$ cat src/rtl/mem_port_arbiter.sv
// Arbitrates one OBI-style memory port between instruction fetch and data
// access. Data wins by default; a bounded data streak forces a fetch grant
// so the core front-end cannot starve. Accepted transactions record their
// requester ID in a small FIFO so in-order responses are routed back.
module mem_port_arbiter #(
  parameter int MAX_OUTSTANDING = 2,
  parameter int DATA_STREAK_MAX = 4
) (
  input  logic        clk_i,
  input  logic        rst_ni,
  input  logic        instr_req_i,
  input  logic [31:0] instr_addr_i,
  output logic        instr_gnt_o,
  output logic        instr_rvalid_o,
  output logic [31:0] instr_rdata_o,
  output logic        instr_err_o,
  input  logic        data_req_i,
  input  logic        data_we_i,
  input  logic [3:0]  data_be_i,
  input  logic [31:0] data_addr_i,
  input  logic [31:0] data_wdata_i,
  output logic        data_gnt_o,
  output logic        data_rvalid_o,
  output logic [31:0] data_rdata_o,
  output logic        data_err_o,
  output logic        mem_req_o,
  output logic        mem_we_o,
  output logic [3:0]  mem_be_o,
  output logic [31:0] mem_addr_o,
  output logic [31:0] mem_wdata_o,
  input  logic        mem_gnt_i,
  input  logic        mem_rvalid_i,
  input  logic [31:0] mem_rdata_i,
  input  logic        mem_err_i,
  output logic [2:0]  outstanding_o,
  output logic        protocol_err_o
);

  localparam int PW = (MAX_OUTSTANDING > 1) ? $clog2(MAX_OUTSTANDING) : 1;
  localparam int SW = $clog2(DATA_STREAK_MAX + 1);
  localparam logic [PW-1:0] PTR_LAST   = PW'(MAX_OUTSTANDING - 1);
  localparam logic [2:0]    CNT_MAX    = 3'(MAX_OUTSTANDING);
  localparam logic [SW-1:0] STREAK_MAX = SW'(DATA_STREAK_MAX);

  typedef enum logic [1:0] {IDLE, HOLD_I, HOLD_D} state_t;

  state_t                     state_reg;
  logic [SW-1:0]              streak_reg, streak_next;
  logic [2:0]                 count_reg, count_next;
  logic [PW-1:0]              wr_ptr_reg, rd_ptr_reg;
  logic [MAX_OUTSTANDING-1:0] id_fifo_reg;   // 1 = data, 0 = instruction
  logic [MAX_OUTSTANDING-1:0] slot_we;
  logic                       protocol_err_reg;

  logic mem_req, sel_data, grant, push, pop, head_is_data;

  // Pick who drives the port: the held requester, else a fresh arbitration
  // gated by FIFO space (registered occupancy, so a pop frees a slot only
  // from the following cycle).
  always_comb begin
    mem_req  = 1'b0;
    sel_data = 1'b0;
    unique case (state_reg)
      HOLD_I: mem_req = 1'b1;
      HOLD_D: begin
        mem_req  = 1'b1;
        sel_data = 1'b1;
      end
      default: begin
        if (rst_ni && (count_reg < CNT_MAX)) begin
          mem_req  = instr_req_i | data_req_i;
          sel_data = data_req_i & ~(instr_req_i & (streak_reg == STREAK_MAX));
        end
      end
    endcase
  end

  assign grant = mem_gnt_i & mem_req;
  assign push  = grant;
  assign pop   = rst_ni & mem_rvalid_i & (count_reg != 3'd0);

  assign head_is_data = id_fifo_reg[rd_ptr_reg];

  assign mem_req_o   = mem_req;
  assign mem_we_o    = mem_req & sel_data & data_we_i;
  assign mem_be_o    = !mem_req ? 4'h0  : (sel_data ? data_be_i   : 4'hF);
  assign mem_addr_o  = !mem_req ? 32'h0 : (sel_data ? data_addr_i : instr_addr_i);
  assign mem_wdata_o = (mem_req & sel_data) ? data_wdata_i : 32'h0;

  assign instr_gnt_o = grant & ~sel_data;
  assign data_gnt_o  = grant & sel_data;

  assign instr_rvalid_o = pop & ~head_is_data;
  assign data_rvalid_o  = pop & head_is_data;
  assign instr_rdata_o  = instr_rvalid_o ? mem_rdata_i : 32'h0;
  assign data_rdata_o   = data_rvalid_o  ? mem_rdata_i : 32'h0;
  assign instr_err_o    = instr_rvalid_o & mem_err_i;
  assign data_err_o     = data_rvalid_o  & mem_err_i;

  assign outstanding_o  = count_reg;
  assign protocol_err_o = protocol_err_reg;

  genvar gi;
  generate
    for (gi = 0; gi < MAX_OUTSTANDING; gi++) begin : g_slot_we
      assign slot_we[gi] = push && (wr_ptr_reg == PW'(gi));
    end
  endgenerate

  // Next streak and occupancy values.
  always_comb begin
    streak_next = streak_reg;
    if (!instr_req_i || instr_gnt_o) begin
      streak_next = '0;
    end else if (data_gnt_o && (streak_reg != STREAK_MAX)) begin
      streak_next = streak_reg + SW'(1);
    end
    count_next = count_reg;
    if (push && !pop) begin
      count_next = count_reg + 3'd1;
    end else if (!push && pop) begin
      count_next = count_reg - 3'd1;
    end
  end

  // Store the requester ID of each accepted transaction in its FIFO slot.
  always_ff @(posedge clk_i or negedge rst_ni) begin
    if (!rst_ni) begin
      id_fifo_reg <= '0;
    end else begin
      for (int i = 0; i < MAX_OUTSTANDING; i++) begin
        if (slot_we[i]) id_fifo_reg[i] <= sel_data;
      end
    end
  end

  // Hold FSM, FIFO pointers/count, streak counter and sticky protocol error.
  always_ff @(posedge clk_i or negedge rst_ni) begin
    if (!rst_ni) begin
      state_reg        <= IDLE;
      streak_reg       <= '0;
      count_reg        <= 3'd0;
      wr_ptr_reg       <= '0;
      rd_ptr_reg       <= '0;
      protocol_err_reg <= 1'b0;
    end else begin
      unique case (state_reg)
        IDLE: begin
          if (mem_req && !mem_gnt_i) state_reg <= sel_data ? HOLD_D : HOLD_I;
        end
        default: begin
          if (mem_gnt_i) state_reg <= IDLE;
        end
      endcase
      streak_reg <= streak_next;
      count_reg  <= count_next;
      if (push) wr_ptr_reg <= (wr_ptr_reg == PTR_LAST) ? '0 : wr_ptr_reg + PW'(1);
      if (pop)  rd_ptr_reg <= (rd_ptr_reg == PTR_LAST) ? '0 : rd_ptr_reg + PW'(1);
      if (mem_rvalid_i && (count_reg == 3'd0)) protocol_err_reg <= 1'b1;
    end
  end

endmodule
$ cat config.mk
export PLATFORM = sky130hd
export DESIGN_NAME = mem_port_arbiter
export DESIGN_NICKNAME = d
export VERILOG_FILES = /design/src/rtl/mem_port_arbiter.sv
export SDC_FILE = /design/constraint.sdc
export NUM_CORES = 1
export LEC_CHECK = 0
export ABC_AREA = 1
export BUFFER_PORTS_ARGS = -buffer_cell sky130_fd_sc_hd__clkbuf_2
export CORE_AREA = 2 2 112 114
export DETAILED_ROUTE_END_ITERATION = 16
export DIE_AREA = 0 0 114 116
export PLACE_DENSITY = 0.54
export SYNTH_ARGS = -nofsm -noshare
export SYNTH_HDL_FRONTEND = slang
export SYNTH_SLANG_ARGS = --single-unit
$ cat constraint.sdc
create_clock -name clk_i -period 1.87 [get_ports clk_i]
set_input_delay 0.374 -clock clk_i [delete_from_list [all_inputs] [get_ports clk_i]]
set_output_delay 0.374 -clock clk_i [all_outputs]
set_load 0.02 [all_outputs]
## After elaboration in Yosys (flattened, before gate mapping)

Index checks and enable logic that the tools add are counted.

- Add/subtract/negate cells: 5
- $mul: 0
- Divide/modulo/power cells: 0
- $lt $le $gt $ge: 2
- Equal/unequal tests: 5
- Shifts and indexed selects: 0
- Muxes and demuxes: 23
- Bitwise logic cells: 18
- Reductions and logical operators: 21

Operators by type and width:

| cell | count |
|---|---|
| 32-bit 2-to-1 mux | 5 |
| 1-bit AND | 13 |
| 3-bit 2-to-1 mux | 4 |
| 1-bit logical AND | 8 |
| 2-bit 2-to-1 mux | 4 |
| 4-bit 2-to-1 mux | 2 |
| 1-bit 2-to-1 mux | 7 |
| 3-bit by 1-bit adder with 3-bit output, second input constant | 2 |
| 2-bit nonzero test | 3 |
| 1-bit zero test | 4 |
| 1-bit inverter | 4 |
| 3-bit equality test, second input constant | 1 |
| 3-bit zero test | 1 |
| 3-bit by 2-bit < comparator with 1-bit output, second input constant | 1 |
| 3-bit != test, second input constant | 1 |
| 3-bit nonzero test | 1 |
| 3-bit by 1-bit subtractor with 3-bit output, second input constant | 1 |
| 1-bit adder, second input constant | 2 |
| 2-bit by 1-bit equality test with 1-bit output, second input constant | 1 |
| 2-bit equality test, second input constant | 1 |
| 2-bit zero test | 1 |
| 1-bit by 2-bit < comparator with 1-bit output, second input constant | 1 |
| 2-bit != test, second input constant | 1 |
| 1-bit one-hot mux with 2 select lines | 1 |
| other kinds (4) | 4 |

- Bits in registers: 13
- Latch bits: 0
- RAM bits: 0
- Bits in read-only memories: 0
- Input bits: 140
- Output and inout bits: 144
- Word-level logic and storage cells: 82
- Memories: 0

## Longest topological paths before layout

- Depth after elaboration: 10
- Mapped depth: 12
- Mapped depth without buffers: 11

## Worst setup path before layout

OpenSTA, ideal clock, no wires.

- Path type: reg-to-reg
- Start: register state_reg[1]
- End: register count_reg[2] (netlist: outstanding_o[2])
- Setup time: 131 ps
- Data arrival time: 1903 ps
- Required time: 1739 ps
- Slack: -164 ps
- Cell stages (with the launch flop): 11
- Buffers on the path: 0
- Clock period less this slack: 2034 ps
- Path through: dfrtp_1 > inv_1 > ha_1 > inv_1 > a21oi_2 > ha_1 > inv_1 > fa_1 > a21oi_1 > o21ai_0 > xor2_1

- Word-level cells in the longest chain between the ends: 7
- Elaborated cells on any way between the ends: 10
- Classes of those cells: eq/ne (2); mux (2); bitwise (1); reduce/logical (5)

RTL lines:

| what | RTL line | text |
|---|---|---|
| start: declaration | 47 | `state_t state_reg;` |
| start signal: assignment | 149 | `if (mem_req && !mem_gnt_i) state_reg <= sel_data ? HOLD_D : HOLD_I;` |
| 2-bit equality test or 2-bit by 1-bit equality test with 1-bit output (tied branches) | 63 | `unique case (state_reg)` |
| 2-bit OR reduction (no line) (*) | -- |  |
| 1-bit 2-to-1 mux (*) | 63 |  |
| 1-bit AND (*) | 78 | `assign grant = mem_gnt_i & mem_req;` |
| 1-bit zero test | 121 | `end else if (!push && pop) begin` |
| 1-bit logical AND | 121 |  |
| 2-bit nonzero test (no line) | -- |  |
| end signal: assignment | 156 | `count_reg <= count_next;` |
| end: declaration | 49 | `logic [2:0] count_reg, count_next;` |

Mark *: on every way between the ends. The rest lies on a longest branch, timed or not.
A chain may end at the register's enable or synchronous reset.

## Worst setup path after layout

- Start: register state_reg[1]
- End: output port mem_wdata_o[23]

- Word-level cells in the longest chain between the ends: 5
- Elaborated cells on any way between the ends: 7
- Classes of those cells: eq/ne (2); mux (3); bitwise (1); reduce/logical (1)

RTL lines:

| what | RTL line | text |
|---|---|---|
| 2-bit equality test or 2-bit by 1-bit equality test with 1-bit output (tied branches) | 63 |  |
| 2-bit OR reduction (no line) | -- |  |
| 1-bit 2-to-1 mux | 63 |  |
| 1-bit AND (*) | 88 | `assign mem_wdata_o = (mem_req & sel_data) ? data_wdata_i : 32'h0;` |
| 32-bit 2-to-1 mux (*) | 88 |  |
| end: declaration | 30 | `output logic [31:0] mem_wdata_o,` |

Marked as above.

==> results.yml <==
yosys:
  ys_seq_elements: 13
  synth_nets: 531
  yosysTopAreaCellShare_pct: 32.2
  synth_flop_cell: "dfrtp_1"
  async_reset_ff_share_pct: 100
  synth-xor-area-share_pct: 1.72
  synth.area.top_cells: "nor2_1 32%, dfrtp_1 16%, inv_1 15%, buf_6 7.2%, o21ai_0 6.9%"
  synth-compound-area-share_pct: 11.0
  synth_edf_count: 0
  synthesis.area_um2: 2040
  synth_top_area_cell: "nor2_1"
  netlist-cell-type-count: 25
  avgSynthCellArea_um2: 5.29
  ys_top_cells_by_count: "175 x nor2_1, 82 x inv_1, 28 x o21ai_0"
  yosysWarnings: 0
  synth-simple-area-share_pct: 42.3
  synth_cells: 385
  synth_top_family_by_area: "simple AND/OR/NAND/NOR gates"
  synthMuxAreaShare_pct: 0
  yosysMostFrequentCell: "nor2_1"
  ys_seq_area_share_pct: 16.0
  yosys.area_share.adder_pct: 4.05
setup_path:
  arrival_ns: 1.86
  start_kind: "flip-flop"
  cp_data_required_time_ns: 1.50
  r2r_cells: 11
  crit_fanout: 8
  crit_path_end_kind: "primary output"
  critPathKind: "flip-flop to primary output"
  reg2reg_from: "state_reg[1]"
  reg2reg_slack_ns: -0.16
  worstReg2RegEnd: "outstanding_o[2]"
clock_network:
  hold_buffers: 0
  clkSinkCount: 13
  insertion_delay_ns: 0.24
  cts_inserted_buffers: 3
  clk_path_buf_depth: 2
  htreeDepth: 1
  cts_root_buffer: "clkbuf_16"
  clkTransAtPathRegs_ns: 0.05
  cts_tree: "built"
sta:
  tightest_slew_ns: 0.291
  drv_slew: 0
  final-hold-violation-count: 0
  fin_ws_ns: -0.364
  hold_ws_ns: 0.169
  finalCritPeriodShare_pct: 119
  setup_viol: 144
  period_minus_slack_ns: 2.23
  fmax_mhz: 448
  finClkSkew_ns: 0.00391
  rsz0062_at_grt: "true"
  setup_tns_ns: -35.23
  relSlewSlack_pct: 80.4
power_and_ir_drop:
  power.share.sequential_pct: 5.8
  finalPower_mw: 7.96
  p_per_area_nw_per_um2: 1160
  power.internal_mw: 4.06
  ir_drop_mv: 0.626
  switchingPower_mw: 3.90
  swShare_pct: 49.0
  clkPwrFrac_pct: 5.1
  p_comb_share_pct: 89.0
  leakage_nw: 3.36
die:
  die_w_um: 114
  initial_core_util_pct: 17.1
  core_um2: 11900
  die_h_um: 116
  rows: 40
  die_area_um2: 13200
  ios: 284
grt:
  grt_max_degree: 31
  gr-usage-all-layers_pct: 19.1
  grt_pass1_vias: 3833
  grt_first_pass_wirelength_mm: 19.7
  antenna_found_initial: 1
  grt_overflow: 0
place:
  dpl.hpwl_mm: 9.59
  port_buffers: 283
  gp_congestion: 0.853
route:
  drt-vias-per-instance: 4.33
  wl_per_cell_um: 16.6
  antenna_left: 0
  vias: 3798
  routed_wl_mm: 14.6
  post-route-drc-count: 0
  first_iter_violations: 167
  dr.pass1.iters: 4
layout:
  drive_gt1_share_pct: 81.1
  syn2layout_area_growth_pct: 236
  nNetsFinal: 877
flow_run:
  drv_cap: 0
hold_path:
  min_path_type: "input port to asynchronous set/reset pin"
outcome:
  outcome: "finished, violations left"
  failed_checks: "negative setup slack"
[worst max-delay path, stage by stage (launching register included)]
cell and delay, ns:
dfrtp_1 0.38, inv_2 0.08, ha_4 0.22, nor2_4 0.08, nand3_2 0.09, nand2_4 0.14
inv_8 0.08, bufbuf_16 0.30, nor2_4 0.10, clkbuf_8 0.15
[layout by cell type (no fill, tap or decap), types with 12 or more instances in the layout]
cell type	synthesis	final
buf_12	0	17
clkbuf_2	0	148
inv_1	82	73
o21ai_1	9	12
o21ai_2	0	14
clkbuf_8	0	51
buf_6	13	37
buf_4	0	42
nor2_4	3	104
buf_8	0	47
nand2_1	15	12
nor2_2	3	71
[kinds of logic after synthesis]
kind of cell | Yosys count
simple gates | 212
buf+inv | 107
compound gates | 43
flops | 13
fa+ha+maj | 6
xor+xnor | 4
[area by class of cell]
type / instances / area, µm²
Fill cell: 1001 / 5060
Timing Repair Buffer: 361 / 3540
Multi-Input combinational cell: 265 / 2360
Inverter: 87 / 349
Sequential cell: 13 / 328
Tap cell: 147 / 184
Clock buffer: 4 / 78.8
Antenna cell: 1 / 2.50
[power by group through the flow]
stage | Combinational (mW) | Clock [mW] | Sequential (mW)
2_1_floorplan | 2.68 | 0 | 0.531
3_3_place_gp | 4.39 | 0 | 0.472
3_5_place_dp | 4.39 | 0 | 0.472
4_1_cts | 6.28 | 0.414 | 0.469
5_1_grt | 7.44 | 0.429 | 0.479
6_report | 7.09 | 0.408 | 0.465
[per-layer routing]
metal	GRT usage (%)	routed length [µm]
met5	0	0
met4	6.10	496
met3	6.33	1420
met2	39.2	7810
met1	17.5	4840
[what timing repair did]
item | 4_1_cts | 5_1_grt
resized for setup | 372 | 241
gates cloned | 13 | 2
setup buffers | 26 | 9
setup endpoints to repair | 141 | 145
pin swaps | 13 | 16
endpoints found under the hold margin | 0 | 0
[stage by stage]
stage               cells  instance area [µm²]  worst slack [ns]  utilization, %
floorplan             385                 2410           -0.0699               -
global placement      837                 4250            -0.220            35.7
detailed placement    837                 4250            -0.230            35.7
CTS                   878                 6270            -0.385            52.7
global route          878                 6850            -0.471            57.5
finish                878                 6850            -0.364            57.5
[worst max path at each step]
stage                                 from  cells after the start               to
after floorplan           outstanding_o[1]                      9       data_err_o
after global placement       streak_reg[0]                     11   mem_addr_o[22]
after detailed placement     streak_reg[0]                     11   mem_addr_o[22]
after CTS                     state_reg[1]                     10   mem_wdata_o[3]
after global routing          state_reg[1]                      9  mem_wdata_o[23]
final                         state_reg[1]                      9  mem_wdata_o[23]
(Power assumes the default switching activity.)
